--- config.mk ---
export PLATFORM = sky130hd
export DESIGN_NAME = seg7_scan_ctrl
export DESIGN_NICKNAME = d
export VERILOG_FILES = /design/src/rtl/seg7_pkg.sv /design/src/rtl/seg7_decode.sv /design/src/rtl/seg7_scan_ctrl.sv
export SDC_FILE = /design/constraint.sdc
export NUM_CORES = 1
export LEC_CHECK = 0
export CORE_UTILIZATION = 55
export DETAILED_ROUTE_END_ITERATION = 8
export PLACE_DENSITY = 0.78
export SLEW_MARGIN = 25
export SYNTH_ARGS = -nofsm -noshare
export SYNTH_HDL_FRONTEND = slang
export SYNTH_HIERARCHICAL = 1
export SYNTH_SLANG_ARGS = --single-unit
--- constraint.sdc ---
create_clock -name CLK -period 2.49 [get_ports CLK]
set_clock_uncertainty 0.05 [all_clocks]
set_input_delay 0.498 -clock CLK [delete_from_list [all_inputs] [get_ports CLK]]
set_output_delay 0.498 -clock CLK [all_outputs]
set_load 0.02 [all_outputs]
--- src/rtl/seg7_pkg.sv ---
`timescale 1ns/1ps
`default_nettype none
// ============================================================================
// seg7_pkg
// Shared constants and types for the 4-digit 7-segment scan controller.
// Revision: 1.0
// ============================================================================
package seg7_pkg;

    localparam int         NDIG    = 4;
    localparam logic [7:0] SEG_OFF = 8'hFF;
    localparam logic [3:0] AN_OFF  = 4'hF;

    // Active-high segment patterns {g,f,e,d,c,b,a}, entry n = hex digit n.
    localparam logic [15:0][6:0] HEX_SEG = {
        7'h71, 7'h79, 7'h5E, 7'h39, 7'h7C, 7'h77, 7'h6F, 7'h7F,
        7'h07, 7'h7D, 7'h6D, 7'h66, 7'h4F, 7'h5B, 7'h06, 7'h3F
    };

    typedef struct packed {
        logic [15:0] data;
        logic [3:0]  dp;
        logic [3:0]  blank;
    } image_t;

    localparam image_t IMAGE_DARK = '{data: 16'h0000, dp: 4'h0, blank: 4'hF};

    function automatic logic [7:0] seg_encode(input logic [3:0] nib, input logic dp);
        return ~{dp, HEX_SEG[nib]};
    endfunction

endpackage
`default_nettype wire

--- src/rtl/seg7_decode.sv ---
`timescale 1ns/1ps
`default_nettype none
// ============================================================================
// seg7_decode
// Combinational hex nibble + decimal point to active-low segment vector.
// Revision: 1.0
// ============================================================================
module seg7_decode (
    input  logic [3:0] i_nib,
    input  logic       i_dp,
    output logic [7:0] o_seg_n
);
    import seg7_pkg::*;

    assign o_seg_n = seg_encode(i_nib, i_dp);

endmodule
`default_nettype wire

--- src/rtl/seg7_scan_ctrl.sv ---
`timescale 1ns/1ps
`default_nettype none
// ============================================================================
// seg7_scan_ctrl
// Multiplexed scan of a 4-digit common-anode display with a double-buffered
// image write port; the pending image is swapped in only at frame boundaries.
// Revision: 1.0
// ============================================================================
module seg7_scan_ctrl #(
    parameter int CLK_HZ    = 50_000_000,
    parameter int DIGIT_HZ  = 1000,
    parameter int BLANK_CYC = 500
) (
    input  logic        CLK,
    input  logic        RST,
    input  logic        WR_VAL,
    input  logic [15:0] WR_DATA,
    input  logic [3:0]  WR_DP,
    input  logic [3:0]  WR_BLANK,
    output logic        WR_RDY,
    output logic        FRAME,
    output logic [7:0]  nSEG,
    output logic [3:0]  nAN
);
    import seg7_pkg::*;

    localparam int SLOT_CYC = CLK_HZ / DIGIT_HZ;
    localparam int c_cnt_w  = (SLOT_CYC > 1) ? $clog2(SLOT_CYC) : 1;
    localparam int c_idx_w  = $clog2(NDIG);

    localparam logic [c_cnt_w-1:0] c_slot_last = c_cnt_w'(SLOT_CYC - 1);
    localparam logic [c_idx_w-1:0] c_idx_last  = c_idx_w'(NDIG - 1);

    generate
        if ((SLOT_CYC < BLANK_CYC + 1) || (DIGIT_HZ > CLK_HZ)) begin : g_bad_params
            $error("seg7_scan_ctrl: slot shorter than blanking or DIGIT_HZ above CLK_HZ");
        end
    endgenerate

    logic [c_cnt_w-1:0] r_cnt;
    logic [c_idx_w-1:0] r_idx;
    image_t             r_act;
    image_t             r_pnd;
    logic               r_pend;
    logic [3:0]         r_nan;
    logic [7:0]         r_nseg;
    logic               r_frame;

    logic               w_slot_end;
    logic               w_frame_end;
    logic               w_blank_ph;
    logic               w_dark;
    logic [3:0]         w_nib;
    logic               w_dp;
    logic [7:0]         w_seg_n;

    assign w_slot_end  = (r_cnt == c_slot_last);
    assign w_frame_end = w_slot_end && (r_idx == c_idx_last);
    assign w_blank_ph  = (int'(r_cnt) < BLANK_CYC);
    assign w_dark      = w_blank_ph || r_act.blank[r_idx];
    assign w_nib       = r_act.data[{r_idx, 2'b00} +: 4];
    assign w_dp        = r_act.dp[r_idx];

    seg7_decode u_decode (
        .i_nib   (w_nib),
        .i_dp    (w_dp),
        .o_seg_n (w_seg_n)
    );

    always_ff @(posedge CLK) begin
        if (!RST) begin
            r_cnt <= '0;
            r_idx <= '0;
        end else if (w_slot_end) begin
            r_cnt <= '0;
            r_idx <= (r_idx == c_idx_last) ? '0 : r_idx + 1'b1;
        end else begin
            r_cnt <= r_cnt + 1'b1;
        end
    end

    // A write landing on the boundary edge itself sees r_pend = 0, so it is
    // only captured here and swapped at the end of the following frame.
    always_ff @(posedge CLK) begin
        if (!RST) begin
            r_act  <= IMAGE_DARK;
            r_pnd  <= IMAGE_DARK;
            r_pend <= 1'b0;
        end else if (w_frame_end && r_pend) begin
            r_act  <= r_pnd;
            r_pend <= 1'b0;
        end else if (WR_VAL && !r_pend) begin
            r_pnd  <= '{data: WR_DATA, dp: WR_DP, blank: WR_BLANK};
            r_pend <= 1'b1;
        end
    end

    always_ff @(posedge CLK) begin
        if (!RST) begin
            r_nan   <= AN_OFF;
            r_nseg  <= SEG_OFF;
            r_frame <= 1'b0;
        end else begin
            r_frame <= (r_cnt == '0) && (r_idx == '0);
            if (w_dark) begin
                r_nan  <= AN_OFF;
                r_nseg <= SEG_OFF;
            end else begin
                r_nan  <= ~(NDIG'(1) << r_idx);
                r_nseg <= w_seg_n;
            end
        end
    end

    assign WR_RDY = ~r_pend;
    assign FRAME  = r_frame;
    assign nSEG   = r_nseg;
    assign nAN    = r_nan;

endmodule
`default_nettype wire
# Word level (Yosys, flattened, before mapping)
# Memories as Yosys holds them, arrays and structs flattened.
# Cells that the tools add are included.
word_totals:
  ff_bits: 80
  latchBits: 0
  mem_bits_rw: 0
  mem_bits_ro: 112
  in_bits: 27
  output_inout_bits: 14
  word_cells: 45
  n_memories: 1
memory_table:
  columns: ["memory", "words", "word_bits", "rd", "rd_clocked_by_memory_dff", "write_ports", "line_no", "source"]
  rows:
  - ["(no name shown)", 16, 7, 1, 0, 0, "seg7_pkg.sv:29", "return ~{dp, HEX_SEG[nib]};"]
op_classes:
  addsub: 2
  multipliers: 0
  div_mod_pow: 0
  magnitude_cmp: 3
  n_eq_ne: 2
  n_shift: 2
  muxes: 6
  bitwise: 5
  reduce_logical: 12
op_table:
  columns: ["op", "n"]
  rows:
  - ["$add 16x1->16 const B", 1]
  - ["$eq 16x16->1 const B", 1]
  - ["$logic_not 16->1", 1]
  - ["$lt 16x9->1 const B", 1]
  - ["$shiftx 16x5->4", 1]
  - ["$not 8->8", 1]
  - ["$mux 7", 1]
  - ["$reduce_or 2->1", 3]
  - ["$lt 4x5->1 const B", 1]
  - ["$bmux 1 s2", 2]
  - ["$logic_and 1x1->1", 4]
  - ["$not 4->4", 1]
  - ["$shl 1x2->4 const A", 1]
  - ["$lt 2x3->1 const B", 1]
  - ["$not 1->1", 3]
  - ["$add 2x1->2 const B", 1]
  - ["$eq 2x2->1 const B", 1]
  - ["$logic_not 2->1", 1]
  - ["$mux 1", 2]
  - ["$mux 2", 1]
  - ["$reduce_and 2->1", 1]
  - ["$logic_not 1->1", 1]
  - ["$logic_or 1x1->1", 1]

# Logic depth before layout (Yosys ltp)
# Gate-level depths: netlist of the first run.
depth:
  depth_word: 5
  mapped_depth: 8

# Cells and area by module
# The synthesis of the first run kept the hierarchy.
modules_own_cells:
  columns: ["module", "instances", "cells_per_inst", "area_each_um2", "seq_area_each_um2"]
  rows:
  - ["seg7_scan_ctrl", 1, 364, 3315.7, 1601.5]
  - ["seg7_decode", 1, 33, 247.7, 0.0]

# Worst setup path after synthesis of the first run
# Ideal clock, no wire load.
synth_timing:
  path_type: "register to register"
  start: "register r_idx[0]"
  end: "register r_nseg[3], in the netlist nSEG[3]"
  setup_ns: 0.118
  t_arrival_ns: 1.995
  path_slack_ns: 0.327
  stages_incl_launch_ff: 8
  n_path_buf: 1
  period_less_slack_ns: 2.163
  path_cell_list: "dfxtp_1 -> buf_2 -> mux4_2 -> inv_1 -> ha_1 -> inv_1 -> mux4_2 -> nand2b_1"
synth_between:
  elab_chain_len: 4
  elab_cells_between_ends: 8
  classes_between: "shift (1); mux (3); bitwise (1); reduce/logical (2); memory (1)"
synth_lines:
  columns: ["element", "line_no", "source"]
  rows:
  - ["from (decl)", "seg7_scan_ctrl.sv:41", "logic [c_idx_w-1:0] r_idx;"]
  - ["from (signal assigned)", "seg7_scan_ctrl.sv:76", "r_idx <= (r_idx == c_idx_last) ? '0 : r_idx + 1'b1;"]
  - ["$shiftx 16x5->4", "seg7_scan_ctrl.sv:61", "assign w_nib = r_act.data[{r_idx, 2'b00} +: 4];"]
  - ["named net w_nib[0]", "seg7_scan_ctrl.sv:53", "logic [3:0] w_nib;"]
  - ["$mem_v2 16x7", null, null]
  - ["$mux 7 (not written as such)", "seg7_pkg.sv:29", null]
  - ["$not 8->8", "seg7_pkg.sv:29", null]
  - ["named net w_seg_n[3]", "seg7_scan_ctrl.sv:55", "logic [7:0] w_seg_n;"]
  - ["to (signal assigned)", "seg7_scan_ctrl.sv:110", "r_nseg <= w_seg_n;"]
  - ["to (decl)", "seg7_scan_ctrl.sv:46", "logic [7:0] r_nseg;"]
# The timed path passes the listed nets, and every way through them passes these cells. The select of a mux whose other input is x is not followed.
# A chain may end at the register's enable or synchronous reset.

# Final worst setup path of the first run
# Same ends and word-level chain as after synthesis.

==> results of run 1 <==
[critical path, delay by kind of cell (launching register included)]
family | cells | cell delay (ns)
flip-flops | 1 | 0.48
adder cells (fa/ha/maj) | 1 | 0.15
multiplexers | 2 | 1.04
AND/OR/NAND/NOR | 1 | 0.15
buffers and inverters | 2 | 0.21
[metrics by stage]
| step | instances | worst slack (ns) |
|---|---|---|
| after floorplan | 397 | 0.327 |
| after global placement | 495 | 0.394 |
| after detailed placement | 495 | 0.300 |
| after CTS | 511 | 0.279 |
| after global routing | 511 | 0.144 |
| final | 511 | 0.301 |
[state kept, by name, indices dropped and copies added, names as in the netlist]
register,count
nSEG,8
nAN,4
r_pnd,24
r_idx,2
r_cnt,16
r_act,24
r_pend,1
FRAME,1
[layer usage]
| layer | routed length (um) | vias to the layer above | part of all wire | track usage |
|---|---|---|---|---|
| met3 | 228 | 8 | 0.035 | 0.0505 |
| met4 | 79 | 0 | 0.012 | 0.0983 |
| met2 | 3190 | 48 | 0.50 | 0.364 |
| li1 | - | 1410 | - | - |
| met5 | 0 | - | 0 | 0 |
| met1 | 2930 | 1231 | 0.46 | 0.233 |
[synth_stat cells]
cell      number  area share
o31ai_1        4      0.0084
a32o_1         1      0.0028
nor4_1         7       0.012
or4_4          1      0.0032
nor2b_1        3      0.0053
and3_1         2      0.0035
dfxtp_1       80        0.45
nand4_1       10       0.018
a21oi_1        1      0.0014
a31oi_1        2      0.0035
nor3_4         2      0.0091
nor3_1         4      0.0056
a21boi_0      21       0.044
clkbuf_2       1      0.0014
xor2_1         2      0.0049
inv_1         11       0.012
and4_1         1      0.0025
buf_2          3      0.0042
or3b_1         1      0.0025
clkbuf_1      17       0.018
and2_0         1      0.0018
a22o_1         1      0.0025
ha_1          12       0.042
buf_6          3      0.0095
nand2_1      101        0.11
o311a_1        1      0.0028
nand2b_1       9       0.016
o21ai_0        3      0.0042
nor2_1        27       0.028
o32ai_1        1      0.0025
and2_1         2      0.0035
mux4_2         7       0.044
nor4b_1        1      0.0025
buf_4          1      0.0021
mux2i_1       22       0.062
nor3b_1        1      0.0021
xnor2_1       12       0.029
nand3_1       16       0.022
o21ai_2        1      0.0025
o21a_1         1      0.0021
[worst min-delay path by stage]
| stage | from | end | slack, ns |
|---|---|---|---|
| after detailed placement | r_act[7]$_SDFFE_PN0P_ | r_act[7]$_SDFFE_PN0P_ | 0.40 |
| after floorplan | r_act[16]$_SDFFE_PN0P_ | r_act[16]$_SDFFE_PN0P_ | 0.38 |
| after CTS | r_act[6]$_SDFFE_PN0P_ | r_act[6]$_SDFFE_PN0P_ | 0.41 |
| after global placement | r_act[7]$_SDFFE_PN0P_ | r_act[7]$_SDFFE_PN0P_ | 0.39 |
| final | r_act[6]$_SDFFE_PN0P_ | r_act[6]$_SDFFE_PN0P_ | 0.41 |
| after global routing | r_act[19]$_SDFFE_PN0P_ | r_act[19]$_SDFFE_PN0P_ | 0.43 |
[cell usage in the layout, fill, tap and decap left out, types with 2 or more instances in the layout]
cell	instances
clkinv_2	3
clkdlybuf4s50_1	39
o31ai_1	4
nand2b_1	9
buf_4	7
nand3_1	16
nor3_1	4
nand4_1	10
clkinvlp_4	2
xor2_1	2
a31oi_1	2
dfxtp_1	80
o21ai_0	3
mux4_2	7
nor3_4	2
clkbuf_8	9
nor2b_1	3
a21boi_0	21
and2_1	2
nor2_1	27
mux2i_1	22
nor4_1	7
xnor2_1	12
ha_1	12
nand2_1	101
inv_1	11
and3_1	2
[cells by family after synthesis]
kind of cell | after synthesis
simple gates | 189
flops | 80
compound gates | 37
buf+inv | 36
mux | 29
xor+xnor | 14
fa+ha+maj | 12
[final cells by class]
type,instances,area (sq um)
clock buffers,10,128
clock inverters,6,60.1
fillers,494,1910
inverters,11,41.3
multi-input cells,281,1800
flip-flops and latches,80,1600
well taps,75,93.8
repair buffers,48,468
[power by group through the flow]
stage | Clock (W) | Sequential [W] | Combinational (W)
floorplan | 0 | 0.00135 | 0.0000773
global placement | 0 | 0.00136 | 0.000140
detailed placement | 0 | 0.00136 | 0.000144
CTS | 0.000932 | 0.00133 | 0.000144
global route | 0.000979 | 0.00133 | 0.000160
finish | 0.000906 | 0.00133 | 0.000142
==> metrics.txt, run 1 <==
status=complete, no violations; Final nets=470; Post-route DRC=0; first-pass GRT wire length=10500 um; Netlist Area Pre-Place=3560 sq um; Core ar.=6100 sq um; DPL Wire Length=4520 um; fin area=4190 sq um; sw frac=0.225; Slew @ Worst Pin=0.489 ns; Fmax=0.457 GHz; sequential element share of the synthesized area=0.449; clk sinks=80; P_sw=0.000535 W; Power Density=567 nW/um^2; total global-route track usage=0.207; clk_lat worst skew=0.35 ns; fin util=0.687; vias per cell=5.28; Max stage delay on crit path=0.61 ns; area post-placement=4000 sq um; Clock power frac=0.381; Starting Density=0.585; GP Congestion=0.787; Clk pin slew, worst setup/hold paths=0.08 ns; H-tree depth=3; number of setup violations in the final report=0; cts hold-fix bufs=0; max_slew headroom=0.671; area grow syn2layout=17.5%; Final Hold Viols=0; Leak Pwr=1.44 nW; critical-path cell list=mux4_2 -> inv_1 -> ha_1 -> inv_1 -> mux4_2 -> nand2b_1; WP data required=2.68 ns; CP startpoint=r_idx[0]$_SDFFE_PN0N_; Antenna Cells=0; vias in the first global route=2426; total power draw=0.00237 W; Critical R2R Capture=nSEG[3]$_SDFF_PP1_; P_int=0.00184 W; DR iter-0 viols=120; HP Class=flop to flop; pin count of the biggest net entering global routing=30; setup tns final=0 ns; Clock Path Buffers=2; CTS root buf=clkbuf_8; Critical R2R Launch=r_idx[0]$_SDFFE_PN0N_; CP Capture Type=flop; CTS tree=built; Mapped Avg Cell Area=8.98 sq um; cts bufs inserted=9; RSZ-0062 raised after global routing=false; MaxCap Viol Count=0; Startpoint Class=flop; routed vias=2697; reg2reg path depth=6; crit-path max FO=5; Slowest cell on crit path=mux4_2; row cnt=28; Die Ht=82.5 um; post-synthesis simple-gate area fraction=0.244; largest family of logic cells by synthesized area=simple AND/OR/NAND/NOR gates; Ports=41; reg2reg setup slack=0.30 ns; post-synthesis xor/xnor area fraction=0.0344; synthesized flop and latch total=80; Avg WL per Cell=12.6 um; Buffers on Ports=40; Unique masters post-synth=40; grt ovf=0; Syn Nets=436; area of the die=6800 sq um; synth warn=6; Detailed Routing Iterations Pass 1=4; chip width=82.5 um; Compound-Gate Fraction of Synth Area=0.0769; proportion of layout cells with a drive suffix above 1=0.0803; Final min period=2.19 ns; Crit Path Category=flop to flop; Slew Limit Fails=0; Worst Path Arrival=2.38 ns; Worst VDD drop=0.000477 V; routed wire length=6430 um; post-synthesis mux area share=0.106; Post-Synth Adder-Cell Area=0.0421; hold slack final=0.412 ns; initial antenna violation count=0; Post-CTS Setup Inserts=0; critical path endpoint=nSEG[3]$_SDFF_PP1_; Comb power frac=0.060; Post-CTS Resized=0; Reg power frac=0.559; worst hold stages=2; ANT nets after route=0; Tcrit/Tclk final=0.879; Post-Syn Instances=397
Power figures use the tool's default switching activity.
==> run 2, diff against run 1 <==
--- a/config.mk
+++ b/config.mk
@@ -7,9 +7,8 @@
 export LEC_CHECK = 0
 export CORE_UTILIZATION = 55
 export DETAILED_ROUTE_END_ITERATION = 8
-export PLACE_DENSITY = 0.78
+export PLACE_DENSITY = 0.84
 export SLEW_MARGIN = 25
 export SYNTH_ARGS = -nofsm -noshare
 export SYNTH_HDL_FRONTEND = slang
-export SYNTH_HIERARCHICAL = 1
 export SYNTH_SLANG_ARGS = --single-unit
==> run 2 against run 1 <==
Against the previous run:
- clock power is 7.5% higher
- via count increased by 14%
- first-iteration DRC count is 57% higher
- power is 2.5% higher
- die area down 0.68%
- combinational power down 6%
- routed wire length increased by 16%
- non-clock buffer count rose by 7
- cell count rose by 1.8%
- clock-buffer cell count stayed put
- hold slack improved by 0.00055 ns
- critical path depth down 1
- largest power group unchanged
==> metrics.txt, run 2 <==
Synth area leader=dfxtp_1; synthesized flop and latch total=80; CTS tree=built; Worst Slack Setup Final=0.137 ns; ANT nets after route=0; top_reg_cell synth=dfxtp_1; vias in the first global route=2793; Slew @ Worst Pin=0.734 ns; area of the die=6760 sq um; clk_lat worst skew=0.35 ns; Syn Nets=443; dpl ws=0.168 ns; Worst VDD drop=0.000381 V; EDFF count, synth=0; status=complete, no violations; cts bufs inserted=9; Post-Syn Instances=404; Mapped Avg Cell Area=8.76 sq um; total global-route track usage=0.249; MaxCap Viol Count=0; Post-route DRC=0; top cells by area, synth=dfxtp_1, nand2_1, a21oi_1; Fmax=0.425 GHz; Final Hold Viols=0; initial antenna violation count=0; Tcrit/Tclk final=0.945; Clk pin slew, worst setup/hold paths=0.08 ns; area grow syn2layout=19.7%; HP Class=flop to flop; asr flop ratio synth=0; number of setup violations in the final report=0; Post-CTS Resized=0; row cnt=28; Avg WL per Cell=14.4 um; Die Ht=82.2 um; Unique masters post-synth=37; H-tree depth=3; crit-path max FO=22; Leak Pwr=1.49 nW; fin util=0.699; Power Density=575 nW/um^2; chip width=82.2 um; Detailed Routing Iterations Pass 1=4; Post-CTS Setup Inserts=0; CP Capture Type=flop; Netlist Area Pre-Place=3540 sq um; reg2reg path depth=5; Final min period=2.35 ns; hold slack final=0.413 ns; grt ovf=0; DPL Wire Length=5150 um; Regs by FF count=r_act (24), r_pnd (24), r_cnt (16); max_slew headroom=0.510; Final nets=479; Clock Path Buffers=2; DR iter-0 viols=188; GP Congestion=0.833; worst hold stages=2; most common cell after layout, fill and taps aside=dfxtp_1; proportion of layout cells with a drive suffix above 1=0.0921; proportion of netlist area held by the largest area contributor=0.453; Core ar.=6060 sq um; routed vias=3065; Synth top cells by count=dfxtp_1, nand2_1, a21oi_1; pin count of the biggest net entering global routing=43; synth warn=0; Ports=41; most frequent cells in the layout=dfxtp_1, nand2_1, a21oi_1; CTS root buf=clkbuf_8; fillers=480; clk sinks=80; Worst Path Arrival=2.52 ns; first-pass GRT wire length=12800 um; most common cell in the netlist=dfxtp_1; setup tns final=0 ns; sequential element share of the synthesized area=0.453; Crit Path Category=flop to flop; Starting Density=0.584; Slew Limit Fails=0; WP data required=2.66 ns; Startpoint Class=flop; routed wire length=7470 um; Buffers on Ports=40; vias per cell=5.89; cts hold-fix bufs=0; Antenna Cells=0; RSZ-0062 raised after global routing=false
[run 2: worst paths after layout]
| path | start | end | slack, ns |
|---|---|---|---|
| setup / recovery | r_cnt[12]$_SDFF_PP0_ | r_act[9]$_SDFFE_PN0P_ | 0.14 |
| hold / removal | r_pnd[21]$_SDFFE_PN0P_ | r_pnd[21]$_SDFFE_PN0P_ | 0.41 |
| setup reg to reg | r_cnt[12]$_SDFF_PP0_ | r_act[9]$_SDFFE_PN0P_ | 0.14 |
| hold reg to reg | r_pnd[21]$_SDFFE_PN0P_ | r_pnd[21]$_SDFFE_PN0P_ | 0.41 |
[run 2: metal layers]
layer | global-route usage | vias up | wire length [um]
met5 | 0 | - | 0
met3 | 0.0451 | 16 | 391
li1 | - | 1519 | -
met2 | 0.396 | 103 | 3510
met4 | 0.123 | 0 | 125
met1 | 0.326 | 1427 | 3450
[run 2: logic make-up (layout without fill, tap and decap cells)]
logic type,after synthesis,in the layout,share of synthesized area
AO/OA/AOI/OAI,85,85,0.149
XOR/XNOR,14,14,0.0347
adder cells (fa/ha/maj),12,12,0.0424
buffers and inverters,44,85,0.0488
flip-flops,80,80,0.453
multiplexers,15,15,0.0608
AND/OR/NAND/NOR,154,154,0.211
[run 2: critical path: stages (launching register included)]
cell and delay [ns]:
dfxtp_1 0.36, or4_1 0.59, or4_1 0.60, buf_4 0.25, o31ai_1 0.27, a21oi_1 0.10
[run 2: power breakdown]
part | internal (W) | switching [W] | leakage, nW
sequential | 0.00131 | 0.0000186 | 0.650
clock | 0.000494 | 0.000480 | 0.0989
combinational | 0.0000690 | 0.0000641 | 0.742
[run 2: metrics by stage]
stage | total power (W) | instance area [sq um] | cells
3_5_place_dp | 0.00149 | 4030 | 504
6_report | 0.00243 | 4240 | 520
5_1_grt | 0.00252 | 4240 | 520
4_1_cts | 0.00244 | 4240 | 520
3_3_place_gp | 0.00149 | 4030 | 504
2_1_floorplan | 0.00142 | 3540 | 404
[run 2: cell type report]
class                           count  area [sq um]  share of cell area
Tap cell                           75          93.8              0.0222
Clock inverter                      6          67.6              0.0160
Clock buffer                       10           138              0.0325
Timing Repair Buffer               55           513               0.121
Inverter                           14          52.6              0.0124
Sequential cell                    80          1600               0.378
Multi-Input combinational cell    280          1770               0.418
==> run 3, diff against run 2 <==
--- a/config.mk
+++ b/config.mk
@@ -6,8 +6,10 @@
 export NUM_CORES = 1
 export LEC_CHECK = 0
 export CORE_UTILIZATION = 55
+export CTS_CLUSTER_DIAMETER = 30
 export DETAILED_ROUTE_END_ITERATION = 8
 export PLACE_DENSITY = 0.84
+export RECOVER_POWER = 100
 export SLEW_MARGIN = 25
 export SYNTH_ARGS = -nofsm -noshare
 export SYNTH_HDL_FRONTEND = slang
==> constraint.sdc (replaced) <==
create_clock -name CLK -period 2.49 [get_ports CLK]
set_clock_uncertainty 0.05 [all_clocks]
set_input_delay 0.249 -clock CLK [delete_from_list [all_inputs] [get_ports CLK]]
set_output_delay 0.249 -clock CLK [all_outputs]
set_load 0.02 [all_outputs]
==> run 3 against run 2 <==
Against the previous run:
- hold slack got worse by 0.027 ns
- sequential power about the same
- core utilization grew 0.31 points
==> metrics.txt, run 3 (synthesis gave the netlist of run 2 again) <==
Fmax=0.433 GHz; Final Hold Viols=0; area post-placement=4030 sq um; reg2reg setup slack=0.18 ns; Leak Pwr=1.46 nW; area of the die=6760 sq um; Avg WL per Cell=14.3 um; met3 WL=342 um; CTS tree=built; vias in the first global route=2782; Post-CTS Resized=0; Comb power frac=0.052; top routing layer used=met4; Routed met2 length=3530 um; Antenna Cells=0; MaxCap Viol Count=0; max_slew headroom=0.513; RSZ-0062 raised after global routing=false; vias per cell=5.78; most common cell after layout, fill and taps aside=dfxtp_1; Slew @ Worst Pin=0.729 ns; Clock Path Buffers=2; Post-CTS Setup Inserts=0; most frequent cells in the layout=dfxtp_1, nand2_1, a21oi_1; Power Density=593 nW/um^2; fin area=4250 sq um; H-tree depth=3; Ports=41; P_sw=0.000553 W; total area of sequential cells=1600 sq um; grt ovf=0; wire length on met1=3410 um; crit-path max FO=22; number of setup violations in the final report=0; Worst Path Arrival=2.48 ns; Core ar.=6060 sq um; Buffers on Ports=40; CP startpoint=r_cnt[12]$_SDFF_PP0_; cts bufs inserted=9; setup tns final=0 ns; Final nets=479; CP Capture Type=flop; status=complete, no violations; routed vias=3003; P_int=0.00197 W; Startpoint Class=flop; DPL Wire Length=5170 um; clk sinks=80; Regs by FF count=r_act (24), r_pnd (24), r_cnt (16); Post-route DRC=0; clk_lat worst skew=0.35 ns; DR iter-0 viols=206; Final min period=2.31 ns; hold path start=WR_DP[3]; total global-route track usage=0.246; GP Congestion=0.852; Clk pin slew, worst setup/hold paths=0.08 ns; chip width=82.2 um; HP Class=input pin to flop; Clock power frac=0.422; row cnt=28; area grow syn2layout=20.2%; Starting Density=0.584; fillers=489; cts hold-fix bufs=0; Crit Path Category=flop to flop; Reg power frac=0.526; pin count of the biggest net entering global routing=43; Slew Limit Fails=0; WP data required=2.67 ns; routed wire length=7420 um; Worst VDD drop=0.000357 V; Detailed Routing Iterations Pass 1=5; first-pass GRT wire length=12600 um; Critical R2R Launch=r_cnt[12]$_SDFF_PP0_; proportion of layout cells with a drive suffix above 1=0.0899; ANT nets after route=0; initial antenna violation count=0; Tcrit/Tclk final=0.927; Die Ht=82.2 um; sw frac=0.219; footprint of the multi-input gates=1770 sq um; CTS root buf=clkbuf_8
-- run 3: power by group through the flow --
stage	clock network [W]	logic, W	registers [W]
2_1_floorplan	0	0.0000692	0.00135
3_3_place_gp	0	0.000130	0.00136
3_5_place_dp	0	0.000134	0.00136
4_1_cts	0.00108	0.000134	0.00133
5_1_grt	0.00113	0.000148	0.00133
6_report	0.00106	0.000131	0.00133
-- run 3: path summary, 6_finish.rpt --
path / cells after the start / endpoint
max: 5 / r_act[4]$_SDFFE_PN0P_
min: 3 / r_pnd[7]$_SDFFE_PN0P_
max reg2reg: 5 / r_act[4]$_SDFFE_PN0P_
min reg2reg: 2 / r_pnd[21]$_SDFFE_PN0P_
-- run 3: final cells by class --
class                   count  area share
clock buffers              10      0.0324
clock inverters             6      0.0218
inverters                  14      0.0124
multi-input cells         280       0.415
flip-flops and latches     80       0.376
well taps                  75      0.0221
repair buffers             55       0.120
-- run 3: critical path, cell delays in order (launching register included) --
cell	delay [ns]
dfxtp_1	0.35
or4_1	0.57
or4_1	0.57
buf_4	0.23
o31ai_1	0.29
a21oi_1	0.11
-- run 3: routing by layer --
metal	up-vias	track usage
li1	1520	-
met1	1372	0.330
met2	92	0.383
met3	19	0.0484
met4	0	0.112
met5	-	0
-- run 3: through the flow --
step / power [W] / setup WS, ns / util / hold slack [ns] / std cells
6_report: 0.00252 / 0.181 / 0.702 / 0.386 / 520
5_1_grt: 0.00261 / 0.0464 / 0.702 / 0.400 / 520
4_1_cts: 0.00254 / 0.163 / 0.703 / 0.376 / 520
3_5_place_dp: 0.00149 / 0.172 / 0.665 / 0.398 / 504
3_3_place_gp: 0.00149 / 0.271 / 0.665 / 0.395 / 504
2_1_floorplan: 0.00142 / 0.251 / - / 0.323 / 404
